## src/rtl/lzd_norm_arbiter.sv

```systemverilog
// rtl/lzd_norm_arbiter.sv - two-requester round-robin front end for a shared 2-stage LZD + left-normalize pipe
// Optional statistics counters: define LZD_NORM_ARB_STATS_EN.
module lzd_norm_arbiter #(
    parameter int M                   = 23,
    parameter int extra_bits_mantissa = 7,
    parameter int sign_mantissa_bit   = 1,
    parameter int W                   = M + extra_bits_mantissa - sign_mantissa_bit,
    parameter int SHIFT_WIDTH         = $clog2(W - 1)
) (
    input  logic                   clk,
    input  logic                   rst_n,
    input  logic                   req0_valid,
    output logic                   req0_ready,
    input  logic [W-1:0]           req0_mant,
    input  logic                   req1_valid,
    output logic                   req1_ready,
    input  logic [W-1:0]           req1_mant,
    output logic                   out_valid,
    input  logic                   out_ready,
    output logic [W-1:0]           out_mant,
    output logic [SHIFT_WIDTH:0]   out_shift,
    output logic                   out_zero,
`ifdef LZD_NORM_ARB_STATS_EN
    output logic [15:0]            grant_cnt0,
    output logic [15:0]            grant_cnt1,
    output logic [15:0]            stall_cnt,
`endif
    output logic                   out_id
);

    localparam int CW = SHIFT_WIDTH + 1;

    logic           s1_valid;
    logic [W-1:0]   s1_mant;
    logic           s1_id;
    logic           rr_ptr;

    logic           s2_accept;
    logic           s1_accept;
    logic           grant0;
    logic           grant1;
    logic           xfer;
    logic [W-1:0]   in_mant;

    logic [CW-1:0]  lzd_cnt;
    logic           lzd_zero;
    logic [W-1:0]   lzd_mant;

    assign s2_accept = !out_valid | out_ready;
    assign s1_accept = !s1_valid | s2_accept;

    // rr_ptr only breaks ties; a lone requester always wins
    assign grant0 = req0_valid & (!req1_valid | !rr_ptr);
    assign grant1 = req1_valid & (!req0_valid |  rr_ptr);

    assign req0_ready = grant0 & s1_accept;
    assign req1_ready = grant1 & s1_accept;
    assign xfer       = req0_ready | req1_ready;
    assign in_mant    = grant1 ? req1_mant : req0_mant;

    // Scan from LSB upward so the last hit is the most-significant one
    always_comb begin
        lzd_cnt  = CW'(1 << SHIFT_WIDTH);
        lzd_zero = 1'b1;
        for (int i = 0; i < W; i++) begin
            if (s1_mant[i]) begin
                lzd_cnt  = CW'(W - 1 - i);
                lzd_zero = 1'b0;
            end
        end
        lzd_mant = lzd_zero ? '0 : (s1_mant << lzd_cnt[SHIFT_WIDTH-1:0]);
    end

    always_ff @(posedge clk or negedge rst_n) begin
        if (!rst_n) begin
            s1_valid <= 1'b0;
            s1_mant  <= '0;
            s1_id    <= 1'b0;
            rr_ptr   <= 1'b0;
        end else begin
            if (s1_accept) begin
                s1_valid <= xfer;
            end
            if (xfer) begin
                s1_mant <= in_mant;
                s1_id   <= grant1;
                rr_ptr  <= ~grant1;
            end
        end
    end

    always_ff @(posedge clk or negedge rst_n) begin
        if (!rst_n) begin
            out_valid <= 1'b0;
            out_mant  <= '0;
            out_shift <= '0;
            out_zero  <= 1'b0;
            out_id    <= 1'b0;
        end else if (s2_accept) begin
            out_valid <= s1_valid;
            if (s1_valid) begin
                out_mant  <= lzd_mant;
                out_shift <= lzd_cnt;
                out_zero  <= lzd_zero;
                out_id    <= s1_id;
            end
        end
    end

`ifdef LZD_NORM_ARB_STATS_EN
    always_ff @(posedge clk or negedge rst_n) begin
        if (!rst_n) begin
            grant_cnt0 <= '0;
            grant_cnt1 <= '0;
            stall_cnt  <= '0;
        end else begin
            if (req0_ready && grant_cnt0 != 16'hFFFF) begin
                grant_cnt0 <= grant_cnt0 + 16'd1;
            end
            if (req1_ready && grant_cnt1 != 16'hFFFF) begin
                grant_cnt1 <= grant_cnt1 + 16'd1;
            end
            if (out_valid && !out_ready && stall_cnt != 16'hFFFF) begin
                stall_cnt <= stall_cnt + 16'd1;
            end
        end
    end
`endif

endmodule
```

## config.mk

```make
export PLATFORM = sky130hd
export DESIGN_NAME = lzd_norm_arbiter
export DESIGN_NICKNAME = d
export VERILOG_FILES = /design/src/rtl/lzd_norm_arbiter.sv
export SDC_FILE = /design/constraint.sdc
export NUM_CORES = 1
export LEC_CHECK = 0
export CORE_MARGIN = 2
export CORE_UTILIZATION = 30
export DETAILED_ROUTE_END_ITERATION = 8
export DONT_BUFFER_PORTS = 1
export GPL_TIMING_DRIVEN = 0
export PLACE_DENSITY = 0.54
export SLEW_MARGIN = 10
export SYNTH_ARGS = -nofsm -noshare
export SYNTH_HDL_FRONTEND = slang
export SYNTH_SLANG_ARGS = --single-unit
```

## constraint.sdc

```tcl
create_clock -name clk -period 3.4 [get_ports clk]
set_input_delay 0.51 -clock clk [delete_from_list [all_inputs] [get_ports clk]]
set_output_delay 0.51 -clock clk [all_outputs]
set_load 0.05 [all_outputs]
```

==> impl_metrics.json <==
{
  "start_kind": "flip-flop",
  "cts_max_path_buffers": 2,
  "post_synth_instance_area_mm2": 0.00477,
  "postSynthAreaPerCell_um2": 8.83,
  "ys_top_cells_by_count": "sky130_fd_sc_hd__nand2_1, sky130_fd_sc_hd__dfrtp_1, sky130_fd_sc_hd__o21ai_0, sky130_fd_sc_hd__mux2i_1, sky130_fd_sc_hd__nor2_1",
  "cpLargestDelayFamily": "compound AO/OA/AOI/OAI gates",
  "synth_top_area_cell": "sky130_fd_sc_hd__dfrtp_1",
  "violation_count_after_the_first_detailed_route_iteration": 299,
  "setup.reg_to_reg.worst_slack_ns": 0.18,
  "ys_seq_area_frac": 0.362,
  "floorplan.die_area_mm2": 0.0169,
  "total_nets_final": 616,
  "antenna-diode-count": 0,
  "initial_utilization": 0.303,
  "min_path_type": "primary input to async pin",
  "tns_ns": 0,
  "hold_viol_final": 0,
  "period_minus_slack_ns": 3.22,
  "synthMostInstantiatedCell": "sky130_fd_sc_hd__nand2_1",
  "cts_tree": "yes",
  "synth.area.top_cells": "sky130_fd_sc_hd__dfrtp_1, sky130_fd_sc_hd__mux2i_1, sky130_fd_sc_hd__nand2_1",
  "yosysUniqueCellTypes": 69,
  "outcome": "complete, no violations",
  "fin_skew_ns": 0.00737,
  "dpl.cell_count": 756,
  "max_cap_violations": 0,
  "cpPeakStageDelay_ns": 0.52,
  "grt_antenna_before_repair": 0,
  "via_per_inst": 5.44,
  "cts-root-buf": "sky130_fd_sc_hd__clkbuf_16",
  "wl_per_cell_um": 19.2,
  "io_pins": 103,
  "grt_max_degree": 70,
  "critical_path_buf_inv_count": 1,
  "number_of_register_bits_inferred_by_synthesis": 69,
  "numClockSinks": 69,
  "number_of_levels_the_h_tree_was_split_into": 3,
  "layoutNonFillerInstCount": 774,
  "synth_flop_cell": "sky130_fd_sc_hd__dfrtp_1",
  "timing.final.max_slew_violations": 0,
  "numCtsBuffers": 9,
  "first_pass_grt_wire_length_mm": 23.7,
  "crit_path_end_kind": "flip-flop",
  "drive_above_1_share": 0.140,
  "clk-insertion-delay-late_ns": 0.35,
  "floorplan.rows": 46,
  "drt-total-wl_mm": 14.8,
  "areaGrowthSynthToFinish_pct": 13.0,
  "dp_hpwl_mm": 11.5,
  "crit_path_max_fanout": 10,
  "cp_data_required_time_ns": 3.64,
  "floorplan.die.width_um": 130,
  "worst_setup_hold_path_clk_slew_ns": 0.06,
  "path_class": "flip-flop to flip-flop",
  "groute.usage.overall": 0.185,
  "count_of_antenna_violating_nets_left_after_detailed_routing": 0,
  "place.gp.congestion": 0.918,
  "critical_path.slowest_cell": "sky130_fd_sc_hd__mux4_2",
  "total_number_of_vias": 4213,
  "finalCritPeriodShare": 0.949,
  "core_area_mm2": 0.0157,
  "drt_pre_antenna_iters": 5,
  "syn_nets": 603,
  "port_buffers": 0,
  "fill_cell_total_of_the_finished_layout": 1648,
  "die_h_um": 130,
  "critical_path.most_common_cell": "sky130_fd_sc_hd__a21oi_1",
  "path_cells": "nor2b_1 -> o311ai_1 -> a21oi_1 -> o41ai_2 -> buf_6 -> mux2_1 -> mux4_2 -> a21oi_1 -> nor2_1 -> o22a_1",
  "synthesis.instances": 540,
  "yosys_warnings": 0,
  "max_slew_margin": 0.225,
  "timing_worst_slew_pin_value_ns": 1.16,
  "cp_data_arrival_time_ns": 3.46,
  "grt_setup_unrepaired": "no",
  "synth-edff-count": 0,
  "achievable-frequency_mhz": 310,
  "async_reset_ff_frac": 1.00,
  "grt_overflow_total": 0,
  "drc": 0,
  "synth_top_cell_area_share": 0.362,
  "grt_pass1_vias": 4077,
  "setup_violations": 0
}
## timing repair
item,4_1_cts,5_1_grt
setup endpoints to repair,0,6
hold endpoints to repair,69,0
hold buffers,1,0
buffers inserted,0,1
resized for setup,0,7
## layout make-up
type	instances	area (um^2)	area share
Multi-Input combinational cell	413	2780	0.517
Sequential cell	69	1730	0.320
Tap cell	216	270	0.0502
Clock buffer	12	246	0.0457
Buffer	45	230	0.0427
Inverter	13	48.8	0.00906
Clock inverter	4	47.5	0.00882
Timing Repair Buffer	2	35.0	0.00650
## final timing paths
| kind | start | endpoint | depth (start not counted) |
|---|---|---|---|
| worst max-delay path | s1_mant[1] | out_mant[24] | 10 |
| worst min-delay path | rst_n | s1_mant[19] | 1 |
| worst max register to register | s1_mant[1] | out_mant[24] | 10 |
| worst min register to register | s1_valid | out_valid | 1 |
| max in group asynchronous | rst_n | out_mant[15] | 1 |
| min in group clk | req1_valid | rr_ptr | 1 |
## sequential cells by signal (all words and copies together), names as in the netlist
| signal | count |
|---|---|
| out_mant | 29 |
| out_id | 1 |
| s1_mant | 29 |
| s1_id | 1 |
| rr_ptr | 1 |
| out_shift | 6 |
| out_valid | 1 |
| s1_valid | 1 |
## metrics by stage
step	cell area, um^2	utilization	worst slack, ns	hold slack [ns]
3_5_place_dp	5040	0.321	0.0656	0.219
6_report	5390	0.343	0.175	0.0474
2_1_floorplan	4770	-	0.659	0.214
4_1_cts	5360	0.341	0.0658	0.0567
5_1_grt	5390	0.343	0.0175	0.0701
3_3_place_gp	5040	0.321	0.0926	0.218
## per-layer routing
| metal | wire, um | global-route usage | vias to the layer above |
|---|---|---|---|
| met5 | 0 | 0 | - |
| met3 | 894 | 0.0402 | 21 |
| met2 | 6620 | 0.281 | 168 |
| li1 | - | - | 2000 |
| met4 | 278 | 0.0614 | 0 |
| met1 | 7060 | 0.260 | 2024 |
## logic make-up after synthesis
family	count (synthesis)	share of synthesized area
compound gates	165	0.234
buf+inv	58	0.0585
flops	69	0.362
mux	79	0.180
simple gates	169	0.166
## layout by cell type (no fill, tap or decap), types with 4 or more instances in the layout
| cell type | instances |
|---|---|
| sky130_fd_sc_hd__a211o_1 | 4 |
| sky130_fd_sc_hd__a211oi_1 | 9 |
| sky130_fd_sc_hd__a21o_1 | 6 |
| sky130_fd_sc_hd__a21oi_1 | 22 |
| sky130_fd_sc_hd__a221o_1 | 6 |
| sky130_fd_sc_hd__a22o_1 | 8 |
| sky130_fd_sc_hd__a22oi_1 | 7 |
| sky130_fd_sc_hd__and2_1 | 6 |
| sky130_fd_sc_hd__buf_2 | 13 |
| sky130_fd_sc_hd__buf_4 | 7 |
| sky130_fd_sc_hd__clkbuf_1 | 24 |
| sky130_fd_sc_hd__clkbuf_16 | 9 |
| sky130_fd_sc_hd__dfrtp_1 | 69 |
| sky130_fd_sc_hd__inv_1 | 12 |
| sky130_fd_sc_hd__mux2_2 | 17 |
| sky130_fd_sc_hd__mux2i_1 | 53 |
| sky130_fd_sc_hd__nand2_1 | 83 |
| sky130_fd_sc_hd__nand3_1 | 8 |
| sky130_fd_sc_hd__nor2_1 | 34 |
| sky130_fd_sc_hd__nor2b_1 | 4 |
| sky130_fd_sc_hd__nor3_1 | 7 |
| sky130_fd_sc_hd__nor4_1 | 5 |
| sky130_fd_sc_hd__o21ai_0 | 57 |
| sky130_fd_sc_hd__o21ai_1 | 5 |
| sky130_fd_sc_hd__o31ai_1 | 5 |
Power is not shown: default switching activity piles up to over one toggle a cycle in this logic, so the estimate is an artifact.
